--- src/rtl/memory_game_ctrl.sv ---
// rtl/memory_game_ctrl.sv - card-matching game controller: shuffle, board writes, pick/compare loop
// Board value/status lives here; every board change is mirrored out through WriteEnable/dataLoc/dataOut.
module memory_game_ctrl #(
  parameter int NUM_PAIRS     = 8,
  parameter int LOC_W         = 4,
  parameter int VAL_W         = 3,
  parameter int REVEAL_CYCLES = 2**24,
  parameter int MAX_MISSES    = 0
) (
  input  logic             Clk,
  input  logic             Reset,
  input  logic             Start,
  input  logic             Ack,
  input  logic             Select,
  input  logic [LOC_W-1:0] SelLoc,
  input  logic [LOC_W-1:0] Rand,
  output logic             RandEn,
  output logic             WriteEnable,
  output logic [LOC_W-1:0] dataLoc,
  output logic [VAL_W+1:0] dataOut,
  output logic [3:0]       state,
  output logic [VAL_W:0]   numMatches,
  output logic [7:0]       numMoves,
  output logic             Win,
  output logic             Lose
);
  localparam int N     = 2 * NUM_PAIRS;
  localparam int DEPTH = 2**LOC_W;
  localparam int CNT_W = $clog2(REVEAL_CYCLES + 1);
  localparam logic [1:0] ST_UP = 2'b00, ST_DOWN = 2'b01, ST_REM = 2'b10;

  typedef enum logic [3:0] {
    IDLE = 4'd0, SHUFFLE = 4'd1, WRITE = 4'd2, PICK1 = 4'd3, SHOW1 = 4'd4, PICK2 = 4'd5,
    SHOW2 = 4'd6, HOLD = 4'd7, REMOVE = 4'd8, HIDE = 4'd9, WIN = 4'd10, LOSE = 4'd11
  } state_t;

  state_t           st;
  logic [VAL_W-1:0] bval  [DEPTH];
  logic [1:0]       bstat [DEPTH];
  logic [LOC_W-1:0] idx, loc1, loc2;
  logic [CNT_W-1:0] cnt;
  logic [7:0]       misses;
  logic             sel_q, phase;
  logic             pick_ok;

  assign state   = st;
  assign pick_ok = Select && !sel_q && (int'(SelLoc) < N) && (bstat[SelLoc] == ST_DOWN);

  always_ff @(posedge Clk) begin
    if (Reset) begin
      st          <= IDLE;
      WriteEnable <= 1'b0;
      dataLoc     <= '0;
      dataOut     <= '0;
      numMatches  <= '0;
      numMoves    <= '0;
      misses      <= '0;
      RandEn      <= 1'b0;
      Win         <= 1'b0;
      Lose        <= 1'b0;
      sel_q       <= 1'b0;
      idx         <= '0;
      loc1        <= '0;
      loc2        <= '0;
      cnt         <= '0;
      phase       <= 1'b0;
    end else begin
      sel_q       <= Select;
      WriteEnable <= 1'b0;
      case (st)
        IDLE: begin
          for (int k = 0; k < DEPTH; k++) begin
            bval[k]  <= VAL_W'(k >> 1);
            bstat[k] <= (k < N) ? ST_DOWN : ST_REM;
          end
          numMatches <= '0;
          numMoves   <= '0;
          misses     <= '0;
          idx        <= LOC_W'(N - 1);
          if (Start) begin
            st     <= SHUFFLE;
            RandEn <= 1'b1;
          end
        end
        SHUFFLE: begin
          // Out-of-range draws are rejected rather than folded, keeping the shuffle unbiased.
          if (Rand <= idx) begin
            bval[idx]  <= bval[Rand];
            bval[Rand] <= bval[idx];
            if (idx == LOC_W'(1)) begin
              st          <= WRITE;
              RandEn      <= 1'b0;
              idx         <= '0;
              WriteEnable <= 1'b1;
              dataLoc     <= '0;
              dataOut     <= {ST_DOWN, (Rand == '0) ? bval[1] : bval[0]};
            end else begin
              idx <= idx - 1'b1;
            end
          end
        end
        WRITE: begin
          if (int'(idx) == N - 1) begin
            st <= PICK1;
          end else begin
            idx         <= idx + 1'b1;
            WriteEnable <= 1'b1;
            dataLoc     <= idx + 1'b1;
            dataOut     <= {ST_DOWN, bval[idx + 1'b1]};
          end
        end
        PICK1, PICK2: begin
          if (pick_ok) begin
            if (st == PICK1) loc1 <= SelLoc;
            else             loc2 <= SelLoc;
            bstat[SelLoc] <= ST_UP;
            WriteEnable   <= 1'b1;
            dataLoc       <= SelLoc;
            dataOut       <= {ST_UP, bval[SelLoc]};
            st            <= (st == PICK1) ? SHOW1 : SHOW2;
          end
        end
        SHOW1: st <= PICK2;
        SHOW2: begin
          cnt <= '0;
          st  <= HOLD;
        end
        HOLD: begin
          if (cnt == CNT_W'(REVEAL_CYCLES - 1)) begin
            if (numMoves != 8'hFF) numMoves <= numMoves + 1'b1;
            phase       <= 1'b0;
            WriteEnable <= 1'b1;
            dataLoc     <= loc1;
            if (bval[loc1] == bval[loc2]) begin
              st          <= REMOVE;
              bstat[loc1] <= ST_REM;
              dataOut     <= {ST_REM, bval[loc1]};
            end else begin
              st          <= HIDE;
              bstat[loc1] <= ST_DOWN;
              dataOut     <= {ST_DOWN, bval[loc1]};
            end
          end else begin
            cnt <= cnt + 1'b1;
          end
        end
        REMOVE, HIDE: begin
          // First cycle drives loc1 (set up in HOLD) and queues loc2; second cycle resolves.
          if (!phase) begin
            phase       <= 1'b1;
            WriteEnable <= 1'b1;
            dataLoc     <= loc2;
            bstat[loc2] <= (st == REMOVE) ? ST_REM : ST_DOWN;
            dataOut     <= {(st == REMOVE) ? ST_REM : ST_DOWN, bval[loc2]};
          end else if (st == REMOVE) begin
            numMatches <= numMatches + 1'b1;
            if (int'(numMatches) + 1 == NUM_PAIRS) begin
              st  <= WIN;
              Win <= 1'b1;
            end else begin
              st <= PICK1;
            end
          end else begin
            misses <= misses + 1'b1;
            if (MAX_MISSES != 0 && int'(misses) + 1 == MAX_MISSES) begin
              st   <= LOSE;
              Lose <= 1'b1;
            end else begin
              st <= PICK1;
            end
          end
        end
        WIN, LOSE: begin
          if (Ack) begin
            st         <= IDLE;
            Win        <= 1'b0;
            Lose       <= 1'b0;
            numMatches <= '0;
            numMoves   <= '0;
            misses     <= '0;
          end
        end
        default: st <= IDLE;
      endcase
    end
  end
endmodule

--- config.mk ---
export PLATFORM = sky130hd
export DESIGN_NAME = memory_game_ctrl
export DESIGN_NICKNAME = d
export VERILOG_FILES = /design/src/rtl/memory_game_ctrl.sv
export SDC_FILE = /design/constraint.sdc
export NUM_CORES = 1
export LEC_CHECK = 0
export CORE_MARGIN = 4
export CORE_UTILIZATION = 60
export CTS_BUF_LIST = sky130_fd_sc_hd__clkbuf_8
export CTS_CLUSTER_DIAMETER = 100
export CTS_CLUSTER_SIZE = 24
export DETAILED_ROUTE_END_ITERATION = 7
export GPL_ROUTABILITY_DRIVEN = 0
export HOLD_SLACK_MARGIN = 0.06
export PLACE_DENSITY = 0.83
export SLEW_MARGIN = 20
export SYNTH_ARGS = -nofsm -noshare
export SYNTH_HDL_FRONTEND = slang
export SYNTH_SLANG_ARGS = --single-unit
--- constraint.sdc ---
create_clock -name Clk -period 10.55 [get_ports Clk]
set_clock_uncertainty 0.05 [all_clocks]
set_input_delay 1.055 -clock Clk [delete_from_list [all_inputs] [get_ports Clk]]
set_output_delay 1.055 -clock Clk [all_outputs]
set_load 0.01 [all_outputs]
## After elaboration in Yosys (flattened, before gate mapping)

Memory sizes are Yosys's and may differ from the RTL's. A register that Yosys moved wholly into a read port is not among the register bits.
Cells that the tools add are included.

- Memory bits (writable): 80
- Word-level logic and storage cells: 194
- Input port bits: 13
- Register bits: 67
- Memories kept: 2

Memory list:

| memory | words | width | read ports | clocked after memory_dff | write ports | line | RTL |
|---|---|---|---|---|---|---|---|
| bval | 16 | 3 | 8 | 3 | 16 | 38 | `logic [VAL_W-1:0] bval [DEPTH];` |
| bstat | 16 | 2 | 1 | 0 | 16 | 39 | `logic [1:0] bstat [DEPTH];` |

- Add/sub/neg operators: 6
- Bitwise gates (word level): 2
- Equal/unequal tests: 32
- Muxes and demuxes: 105
- Magnitude comparators: 1
- Reductions and logical operators: 32

Operators with widths:

| operator | number |
|---|---|
| $mux 4 | 31 |
| $pmux 25 s2 | 1 |
| $mux 1 | 43 |
| $pmux 4 s9 | 1 |
| $mux 5 | 7 |
| $ne 2x2->1 const B | 14 |
| $add 25x1->25 const B | 1 |
| $eq 25x24->1 const B | 1 |
| $mux 25 | 1 |
| $pmux 5 s5 | 1 |
| $mux 8 | 3 |
| $pmux 4 s3 | 2 |
| $pmux 8 s3 | 1 |
| $pmux 4 s5 | 1 |
| $eq 4x3->1 const B | 4 |
| $eq 4x4->1 const B | 4 |
| $eq 4x1->1 const B | 3 |
| $mux 2 | 6 |
| $reduce_and 4->1 | 3 |
| $reduce_or 2->1 | 6 |
| $mux 3 | 3 |
| $reduce_and 3->1 | 3 |
| $reduce_bool 3->1 | 3 |
| $add 4x1->4 const B | 2 |
| 23 further kinds | 33 |

## Longest topological paths before layout

Gate-level depths: netlist of run 1.

- Depth in word-level cells: 11
- Mapped depth: 12

## Worst setup path before layout of run 1

Ideal clock, no wire load.

- Path kind: reg-to-reg
- Start point: register idx[0]
- End point: register dataOut[0]
- Period minus slack after synthesis: 3.627 ns
- Library setup time: 0.117 ns
- Cell stages (with the launch flop): 13
- Data arrival time: 3.460 ns
- Buffers on the path: 4
- Path slack: 6.923 ns
- Data required time: 10.383 ns
- Cell sequence: dfxtp_1 > clkbuf_1 > clkbuf_1 > inv_1 > ha_1 > clkbuf_1 > buf_1 > mux4_2 > mux2i_1 > o22ai_1 > a211oi_1 > nand2_1 > a32o_1

- Word-level cells in the longest chain between the ends: 4
- Elaborated cells between the ends (all ways): 11

Ends and longest elaborated chain:

| element | line | RTL |
|---|---|---|
| from (decl) | 40 | `logic [LOC_W-1:0] idx, loc1, loc2;` |
| from (signal assigned) | 79 | `idx <= LOC_W'(N - 1);` |
| from (signal assigned) | 98 | `idx <= idx - 1'b1;` |
| from (signal assigned) | 106 | `idx <= idx + 1'b1;` |
| $add 4x1->4 | 109 | `dataOut <= {ST_DOWN, bval[idx + 1'b1]};` |
| $mem_v2 16x3 | - |  |
| $mux 5 | 103 | `if (int'(idx) == N - 1) begin` |
| $pmux 5 s5 | 70 | `case (st)` |
| to (signal assigned) | 96 | `dataOut <= {ST_DOWN, (Rand == '0) ? bval[1] : bval[0]};` |
| to (signal assigned) | 109 |  |
| to (signal assigned) | 119 | `dataOut <= {ST_UP, bval[SelLoc]};` |
| to (decl) | 20 | `output logic [VAL_W+1:0] dataOut,` |

Several ways; a longest one is shown, not always the timed one. The select of a mux whose other input is x is not followed.
A chain may end at the register's enable or synchronous reset.

==> results of run 1 <==
==> cell type report <==
type                       count  area, um2  area share (%)
multi-input combinational    806       6200            54.4
sequential                   159       3980            35.0
timing repair buffer          50        470            4.13
tap                          225        282            2.47
clock buffer                  18        248            2.18
clock inverter                14        106           0.934
inverter                      26       97.6           0.857
==> routing by layer <==
metal  global-route usage (%)  vias to the layer above  share of wire (%)
li1                         -                     4062                  -
met1                     39.3                     4379                 36
met2                     48.5                      722                 47
met3                     6.68                      153                 12
met4                     15.3                        0                5.1
met5                        0                        -                  0
==> layout by cell type, fill, tap and decap left out, types with 4 or more instances in the layout <==
| cell | n |
|---|---|
| sky130_fd_sc_hd__nand2_1 | 112 |
| sky130_fd_sc_hd__nor2_1 | 110 |
| sky130_fd_sc_hd__mux4_2 | 82 |
| sky130_fd_sc_hd__edfxtp_1 | 80 |
| sky130_fd_sc_hd__dfxtp_1 | 79 |
| sky130_fd_sc_hd__nand3_1 | 48 |
| sky130_fd_sc_hd__a21oi_1 | 47 |
| sky130_fd_sc_hd__clkdlybuf4s50_1 | 39 |
| sky130_fd_sc_hd__o21ai_0 | 37 |
| sky130_fd_sc_hd__a22oi_1 | 32 |
| sky130_fd_sc_hd__nor3_1 | 29 |
| sky130_fd_sc_hd__inv_1 | 27 |
| sky130_fd_sc_hd__o22ai_1 | 24 |
| sky130_fd_sc_hd__nand4_1 | 23 |
| sky130_fd_sc_hd__nor2b_1 | 20 |
| sky130_fd_sc_hd__mux2i_1 | 20 |
| sky130_fd_sc_hd__nand2b_1 | 19 |
| sky130_fd_sc_hd__xnor2_1 | 18 |
| sky130_fd_sc_hd__clkbuf_8 | 18 |
| sky130_fd_sc_hd__xor2_1 | 13 |
| sky130_fd_sc_hd__ha_1 | 13 |
| sky130_fd_sc_hd__and3_1 | 10 |
| sky130_fd_sc_hd__a211oi_1 | 10 |
| sky130_fd_sc_hd__buf_4 | 10 |
| sky130_fd_sc_hd__nand3b_1 | 8 |
| sky130_fd_sc_hd__or3_1 | 8 |
| sky130_fd_sc_hd__a31oi_1 | 8 |
| sky130_fd_sc_hd__and2_1 | 8 |
| sky130_fd_sc_hd__o21ai_1 | 7 |
| sky130_fd_sc_hd__nor3b_1 | 6 |
| sky130_fd_sc_hd__o211ai_1 | 5 |
| sky130_fd_sc_hd__or2_2 | 5 |
| sky130_fd_sc_hd__a22o_1 | 5 |
| sky130_fd_sc_hd__and4_1 | 4 |
| sky130_fd_sc_hd__a21o_1 | 4 |
| sky130_fd_sc_hd__a311oi_1 | 4 |
| sky130_fd_sc_hd__inv_6 | 4 |
==> critical path, cell delays in order <==
cell,delay [ns]
sky130_fd_sc_hd__clkdlybuf4s50_1,1.11
sky130_fd_sc_hd__mux4_2,0.64
sky130_fd_sc_hd__o32ai_2,0.22
sky130_fd_sc_hd__a22oi_2,0.22
sky130_fd_sc_hd__o21a_1,0.22
sky130_fd_sc_hd__or4_1,0.65
sky130_fd_sc_hd__or3b_1,0.40
==> final timing paths <==
kind	from	endpoint	slack [ns]	cells past startpoint
min	cnt[24]	cnt[24]	0.40	2
max	SelLoc[2]	bstat[10][0]	6.21	7
min reg2reg	cnt[24]	cnt[24]	0.40	2
max reg2reg	state[1]	bstat[10][0]	6.44	7
==> registers in the layout, summed over array words and instances (netlist names), named ones only <==
name / flops
numMoves: 8
WriteEnable: 1
idx: 4
state: 4
loc2: 4
bstat: 32
RandEn: 1
dataLoc: 4
sel_q: 1
cnt: 25
dataOut: 5
bval: 48
loc1: 4
numMatches: 4
Win: 1
phase: 1
==> cells by family (layout without fill, tap and decap cells) <==
group / after synthesis / after routing / share of synthesized area, %
and+or+nand+nor: 442 / 442 / 21.3
AOI/OAI and AO/OA: 216 / 216 / 13.6
DFF: 159 / 159 / 37.6
muxes: 103 / 103 / 19.4
buffers and inverters: 103 / 108 / 3.90
xor gates and xnor gates: 31 / 31 / 2.56
adders and majority gates: 13 / 13 / 1.54
other: 1 / 1 / 0.0354
==> through the flow <==
step / setup slack [ns] / hold WS, ns / utilization (%)
after CTS: 6.27 / 0.405 / 65.8
after global routing: 6.09 / 0.417 / 65.8
final: 6.21 / 0.404 / 65.8
after floorplan: 6.92 / 0.373 / -
after global placement: 5.88 / 0.386 / 63.8
after detailed placement: 5.75 / 0.391 / 63.8
==> synthesized netlist by cell type, types with 4 or more instances <==
master and instances:
sky130_fd_sc_hd__nand2_1 112, sky130_fd_sc_hd__nor2_1 110, sky130_fd_sc_hd__mux4_2 82, sky130_fd_sc_hd__edfxtp_1 80
sky130_fd_sc_hd__dfxtp_1 79, sky130_fd_sc_hd__clkbuf_1 56, sky130_fd_sc_hd__nand3_1 48, sky130_fd_sc_hd__a21oi_1 47
sky130_fd_sc_hd__o21ai_0 37, sky130_fd_sc_hd__a22oi_1 32, sky130_fd_sc_hd__nor3_1 29, sky130_fd_sc_hd__inv_1 26
sky130_fd_sc_hd__o22ai_1 24, sky130_fd_sc_hd__nand4_1 23, sky130_fd_sc_hd__mux2i_1 20, sky130_fd_sc_hd__nor2b_1 20
sky130_fd_sc_hd__nand2b_1 19, sky130_fd_sc_hd__xnor2_1 18, sky130_fd_sc_hd__ha_1 13, sky130_fd_sc_hd__xor2_1 13
sky130_fd_sc_hd__buf_2 12, sky130_fd_sc_hd__a211oi_1 10, sky130_fd_sc_hd__and3_1 10, sky130_fd_sc_hd__a31oi_1 8
sky130_fd_sc_hd__and2_1 8, sky130_fd_sc_hd__nand3b_1 8, sky130_fd_sc_hd__or3_1 8, sky130_fd_sc_hd__buf_1 7
sky130_fd_sc_hd__o21ai_1 7, sky130_fd_sc_hd__nor3b_1 6, sky130_fd_sc_hd__a22o_1 5, sky130_fd_sc_hd__o211ai_1 5
sky130_fd_sc_hd__or2_2 5, sky130_fd_sc_hd__a21o_1 4, sky130_fd_sc_hd__a311oi_1 4, sky130_fd_sc_hd__and4_1 4
==> report_power, final <==
group / internal [mW] / switching, mW
clock: 0.173 / 0.255
combinational: 0.251 / 0.380
sequential: 0.718 / 0.112
total: 1.14 / 0.747
==> load_flow_metrics.sql, run 1 <==
INSERT INTO impl_metrics (metric_group, metric, value, unit) VALUES
('clock_tree', 'ctsHtreeMaxLevel', '4', ''),
('logic_synthesis', 'synth_nets', '1094', ''),
('timing', 'max-slew-margin-rel', '30.3', '%'),
('timing', 'finalHoldViolCount', '0', ''),
('global_routing', 'largest_net_degree_at_the_start_of_global_routing', '45', ''),
('global_routing', 'antenna_found_initial', '0', ''),
('global_routing', 'grt_usage', '30.4', '%'),
('logic_synthesis', 'syn_inst_count', '1068', ''),
('floorplanning', 'floorplan.rows', '48', ''),
('clock_tree', 'tritoncts', 'yes', ''),
('clock_tree', 'post_cts_resize_count', '0', ''),
('routing', 'avgViaCountPerCell', '7.18', ''),
('routing', 'wl_per_cell', '22.9', 'um'),
('logic_synthesis', 'synth_flop_cell', 'sky130_fd_sc_hd__edfxtp_1', ''),
('timing', 'finalMaxSlewViolations', '0', ''),
('routing', 'wirelength', '29700', 'um'),
('worst_hold_path', 'timing.hold.worst.class', 'register to register', ''),
('clock_tree', 'numCtsBuffers', '17', ''),
('floorplanning', 'die_h', '141', 'um'),
('timing', 'worst_slew_pin_slew', '1.04', 'ns'),
('placed_design', 'hpwl', '20600', 'um'),
('logic_synthesis', 'synth.largest_area_cell', 'sky130_fd_sc_hd__edfxtp_1', ''),
('timing', 'finalSetupViolCount', '0', ''),
('timing', 'timing.final.crit_period', '4.34', 'ns'),
('routing', 'num_vias', '9316', ''),
('global_routing', 'grt_first_pass_wirelength', '47600', 'um'),
('status', 'status', 'completed', ''),
('final_layout', 'area_growth', '7.53', '%'),
('logic_synthesis', 'syn_avg_cell_area', '9.92', 'um2'),
('clock_tree', 'maximum_number_of_buffers_from_clock_root_to_sink', '2', ''),
('setup_path', 'cp_data_arrival_time', '4.53', 'ns'),
('placed_design', 'io_buffers', '40', ''),
('placed_design', 'dpl_cell_area', '11000', 'um2'),
('clock_tree', 'cts.hold.buffers_added', '0', ''),
('final_layout', 'nNetsFinal', '1086', ''),
('floorplanning', 'initial_core_utilization', '61.2', '%'),
('timing', 'max_freq', '0.231', 'GHz'),
('floorplanning', 'die_w', '141', 'um'),
('final_layout', 'layout-drive-gt1-share', '13.8', '%'),
('clock_tree', 'post_cts_buffers', '0', ''),
('logic_synthesis', 'post_synthesis_instance_area', '10600', 'um2'),
('logic_synthesis', 'post_synth_num_cell_types', '79', ''),
('global_routing', 'globalRoute.totalOverflow', '0', ''),
('final_layout', 'finalInstanceArea', '11400', 'um2'),
('pwr', 'total_power_consumption', '1.89', 'mW'),
('setup_path', 'worstSetupPathType', 'input pin to register', ''),
('logic_synthesis', 'synth_warnings', '0', ''),
('clock_tree', 'worst_skew_pair.late_latency', '0.49', 'ns'),
('setup_path', 'worstSetupEndpointType', 'register', ''),
('logic_synthesis', 'ys_async_sr_fraction', '0', '%'),
('clock_tree', 'clkTransAtPathRegs', '0.10', 'ns'),
('logic_synthesis', 'synth_top_cells_by_area', 'sky130_fd_sc_hd__edfxtp_1 23%, sky130_fd_sc_hd__mux4_2 17%, sky130_fd_sc_hd__dfxtp_1 15%', ''),
('setup_path', 'crit_required', '10.74', 'ns'),
('timing', 'setup-tns-final', '0', 'ns'),
('pwr', 'worst_ir_drop_on_vdd', '0.112', 'mV'),
('final_layout', 'fillerInstances', '1356', ''),
('floorplanning', 'die-area', '19800', 'um2'),
('global_routing', 'first_global_vias', '8896', ''),
('timing', 'timing.final.crit_share', '41.1', '%'),
('flow_run', 'maxCapViolations', '0', ''),
('timing', 'unrepaired_setup_endpoints_after_global_routing', 'no', ''),
('floorplanning', 'core-area', '17300', 'um2'),
('setup_path', 'critical_path.max_fanout', '21', ''),
('final_layout', 'antenna-diode-count', '0', ''),
('routing', 'drt_first_iter_violations', '1612', ''),
('clock_tree', 'tritoncts_num_sinks', '159', ''),
('logic_synthesis', 'yosys.area.top_type_share', '22.7', '%'),
('setup_path', 'startpoint_type', 'input pin', ''),
('pwr', 'cellPowerDensity', '166', 'nW/um2'),
('routing', 'drc', '0', ''),
('logic_synthesis', 'synth_edf_count', '80', ''),
('floorplanning', 'num_io_pins', '42', ''),
('pwr', 'p_leak', '3.60', 'nW'),
('clock_tree', 'cts_root_buffer', 'sky130_fd_sc_hd__clkbuf_8', ''),
('final_layout', 'layout_cells_excl_fill', '1298', ''),
('routing', 'drt.antenna.violating_nets', '0', ''),
('placed_design', 'placed_cells', '1266', ''),
('logic_synthesis', 'synth_sequential_area_ratio', '37.6', '%'),
('routing', 'drt_pre_antenna_iters', '6', ''),
('logic_synthesis', 'synth_seq_cells', '159', '');
(Power assumes the default switching activity.)
==> run 2, diff against run 1 <==
- clock period: 10.55 -> 4.1 ns (I/O delays scaled with it)
==> load_flow_metrics.sql, run 2 (synthesis results as in run 1) <==
INSERT INTO impl_metrics (metric_group, metric, value, unit) VALUES
('routing', 'drt_pre_antenna_iters', '6', ''),
('placed_design', 'dpl_cell_area', '11200', 'um2'),
('routing', 'drt_first_iter_violations', '1359', ''),
('final_layout', 'flip_flop_count_of_the_largest_register_all_copies_and_words_added', '48', ''),
('placed_design', 'hpwl', '21500', 'um'),
('timing', 'setup-tns-final', '0', 'ns'),
('global_routing', 'antenna_found_initial', '0', ''),
('timing', 'timing.final.crit_share', '81.7', '%'),
('placed_design', 'io_buffers', '40', ''),
('final_layout', 'area_growth', '9.39', '%'),
('flow_run', 'maxCapViolations', '0', ''),
('timing', 'whs', '0.414', 'ns'),
('timing', 'finalSetupViolCount', '0', ''),
('clock_tree', 'cts.hold.buffers_added', '0', ''),
('setup_path', 'startpoint_type', 'register', ''),
('routing', 'num_vias', '9333', ''),
('final_layout', 'largest-register', 'bval', ''),
('clock_tree', 'maximum_number_of_buffers_from_clock_root_to_sink', '2', ''),
('final_layout', 'mostFrequentLayoutCells', '112 x sky130_fd_sc_hd__nand2_1, 110 x sky130_fd_sc_hd__nor2_1, 82 x sky130_fd_sc_hd__mux4_2', ''),
('clock_tree', 'numCtsBuffers', '17', ''),
('final_layout', 'largest_registers', 'bval: 48 flops, bstat: 32 flops, cnt: 25 flops', ''),
('timing', 'max-slew-margin-rel', '35.2', '%'),
('global_routing', 'largest_net_degree_at_the_start_of_global_routing', '44', ''),
('setup_path', 'worstSetupEndpointType', 'register', ''),
('clock_tree', 'clkTransAtPathRegs', '0.10', 'ns'),
('clock_tree', 'post_cts_resize_count', '0', ''),
('worst_hold_path', 'timing.hold.worst.class', 'register to register', ''),
('routing', 'wl_per_cell', '22.9', 'um'),
('floorplanning', 'die_h', '141', 'um'),
('final_layout', 'final_common_cell', 'sky130_fd_sc_hd__nand2_1', ''),
('clock_tree', 'tritoncts', 'yes', ''),
('routing', 'drc', '0', ''),
('timing', 'timing.final.crit_period', '3.35', 'ns'),
('clock_tree', 'post_cts_buffers', '0', ''),
('timing', 'finalMaxSlewViolations', '0', ''),
('pwr', 'worst_ir_drop_on_vdd', '0.289', 'mV'),
('final_layout', 'finalInstanceArea', '11600', 'um2'),
('clock_tree', 'ctsHtreeMaxLevel', '4', ''),
('floorplanning', 'die-area', '19800', 'um2'),
('routing', 'avgViaCountPerCell', '7.08', ''),
('setup_path', 'worstSetupPathType', 'register to register', ''),
('global_routing', 'globalRoute.totalOverflow', '0', ''),
('clock_tree', 'cts_root_buffer', 'sky130_fd_sc_hd__clkbuf_8', ''),
('final_layout', 'antenna-diode-count', '0', ''),
('floorplanning', 'initial_core_utilization', '61.2', '%'),
('floorplanning', 'core-area', '17300', 'um2'),
('setup_path', 'crit_required', '4.28', 'ns'),
('global_routing', 'grt_usage', '30.7', '%'),
('final_layout', 'nNetsFinal', '1107', ''),
('pwr', 'p_leak', '3.71', 'nW'),
('global_routing', 'first_global_vias', '9016', ''),
('timing', 'unrepaired_setup_endpoints_after_global_routing', 'no', ''),
('floorplanning', 'die_w', '141', 'um'),
('routing', 'drt.antenna.violating_nets', '0', ''),
('setup_path', 'cp_data_arrival_time', '3.53', 'ns'),
('floorplanning', 'floorplan.rows', '48', ''),
('clock_tree', 'tritoncts_num_sinks', '159', ''),
('final_layout', 'layout-drive-gt1-share', '15.4', '%'),
('clock_tree', 'worst_skew_pair.late_latency', '0.48', 'ns'),
('global_routing', 'grt_first_pass_wirelength', '47800', 'um'),
('routing', 'wirelength', '30200', 'um'),
('timing', 'worst_slew_pin_slew', '0.964', 'ns'),
('status', 'status', 'completed', ''),
('timing', 'max_freq', '0.298', 'GHz'),
('timing', 'finalHoldViolCount', '0', ''),
('floorplanning', 'num_io_pins', '42', ''),
('pwr', 'cellPowerDensity', '433', 'nW/um2'),
('setup_path', 'critical_path.max_fanout', '18', '');
run 2: changes by cell type in the layout (fill, tap and decap cells not counted), sizes merged:
cell | before | now
buf | 11 | 32
bufinv | 0 | 1
clkinv | 5 | 4
run 2: area by class of cell:
| type | instances | area [um2] |
|---|---|---|
| clock buffer | 18 | 248 |
| clock inverter | 14 | 146 |
| fill | 1339 | 5710 |
| inverter | 26 | 97.6 |
| multi-input combinational | 806 | 6200 |
| sequential | 159 | 3980 |
| tap | 225 | 282 |
| timing repair buffer | 71 | 628 |
run 2: layer usage:
metal | wire length, um | part of all wire [%] | track usage [%]
met1 | 10900 | 36 | 38.2
met2 | 14400 | 48 | 49.4
met3 | 3410 | 11 | 7.63
met4 | 1550 | 5.1 | 16.6
met5 | 0 | 0 | 0
run 2: stage by stage:
step | instances | setup WS, ns | total power, mW | utilization (%)
2_1_floorplan | 1068 | 0.473 | 3.22 | -
4_1_cts | 1319 | 0.819 | 4.95 | 67.0
6_report | 1319 | 0.749 | 5.02 | 67.0
3_3_place_gp | 1287 | 0.504 | 3.72 | 64.7
3_5_place_dp | 1287 | 0.411 | 3.78 | 64.7
5_1_grt | 1319 | 0.619 | 5.19 | 67.0
run 2: final timing paths:
check            from            to  slack (ns)  cells after the start
max          state[2]  bstat[10][0]        0.75                      7
min           cnt[24]       cnt[24]        0.41                      2
max reg2reg  state[2]  bstat[10][0]        0.75                      7
min reg2reg   cnt[24]       cnt[24]        0.41                      2
run 2: power breakdown:
group	switching (mW)	internal (mW)	total [mW]	leakage [nW]
clock	0.684	0.518	1.20	0.206
combinational	1.11	0.677	1.79	2.20
sequential	0.186	1.85	2.03	1.30
run 2: critical path, cell delays in order (launching register included):
cell                       delay [ns]
sky130_fd_sc_hd__dfxtp_1         0.72
sky130_fd_sc_hd__and4b_1         0.32
sky130_fd_sc_hd__nand4_1         0.37
sky130_fd_sc_hd__nor2_8          0.29
sky130_fd_sc_hd__nand3b_1        0.10
sky130_fd_sc_hd__a31oi_1         0.66
sky130_fd_sc_hd__inv_1           0.18
sky130_fd_sc_hd__or3b_1          0.41
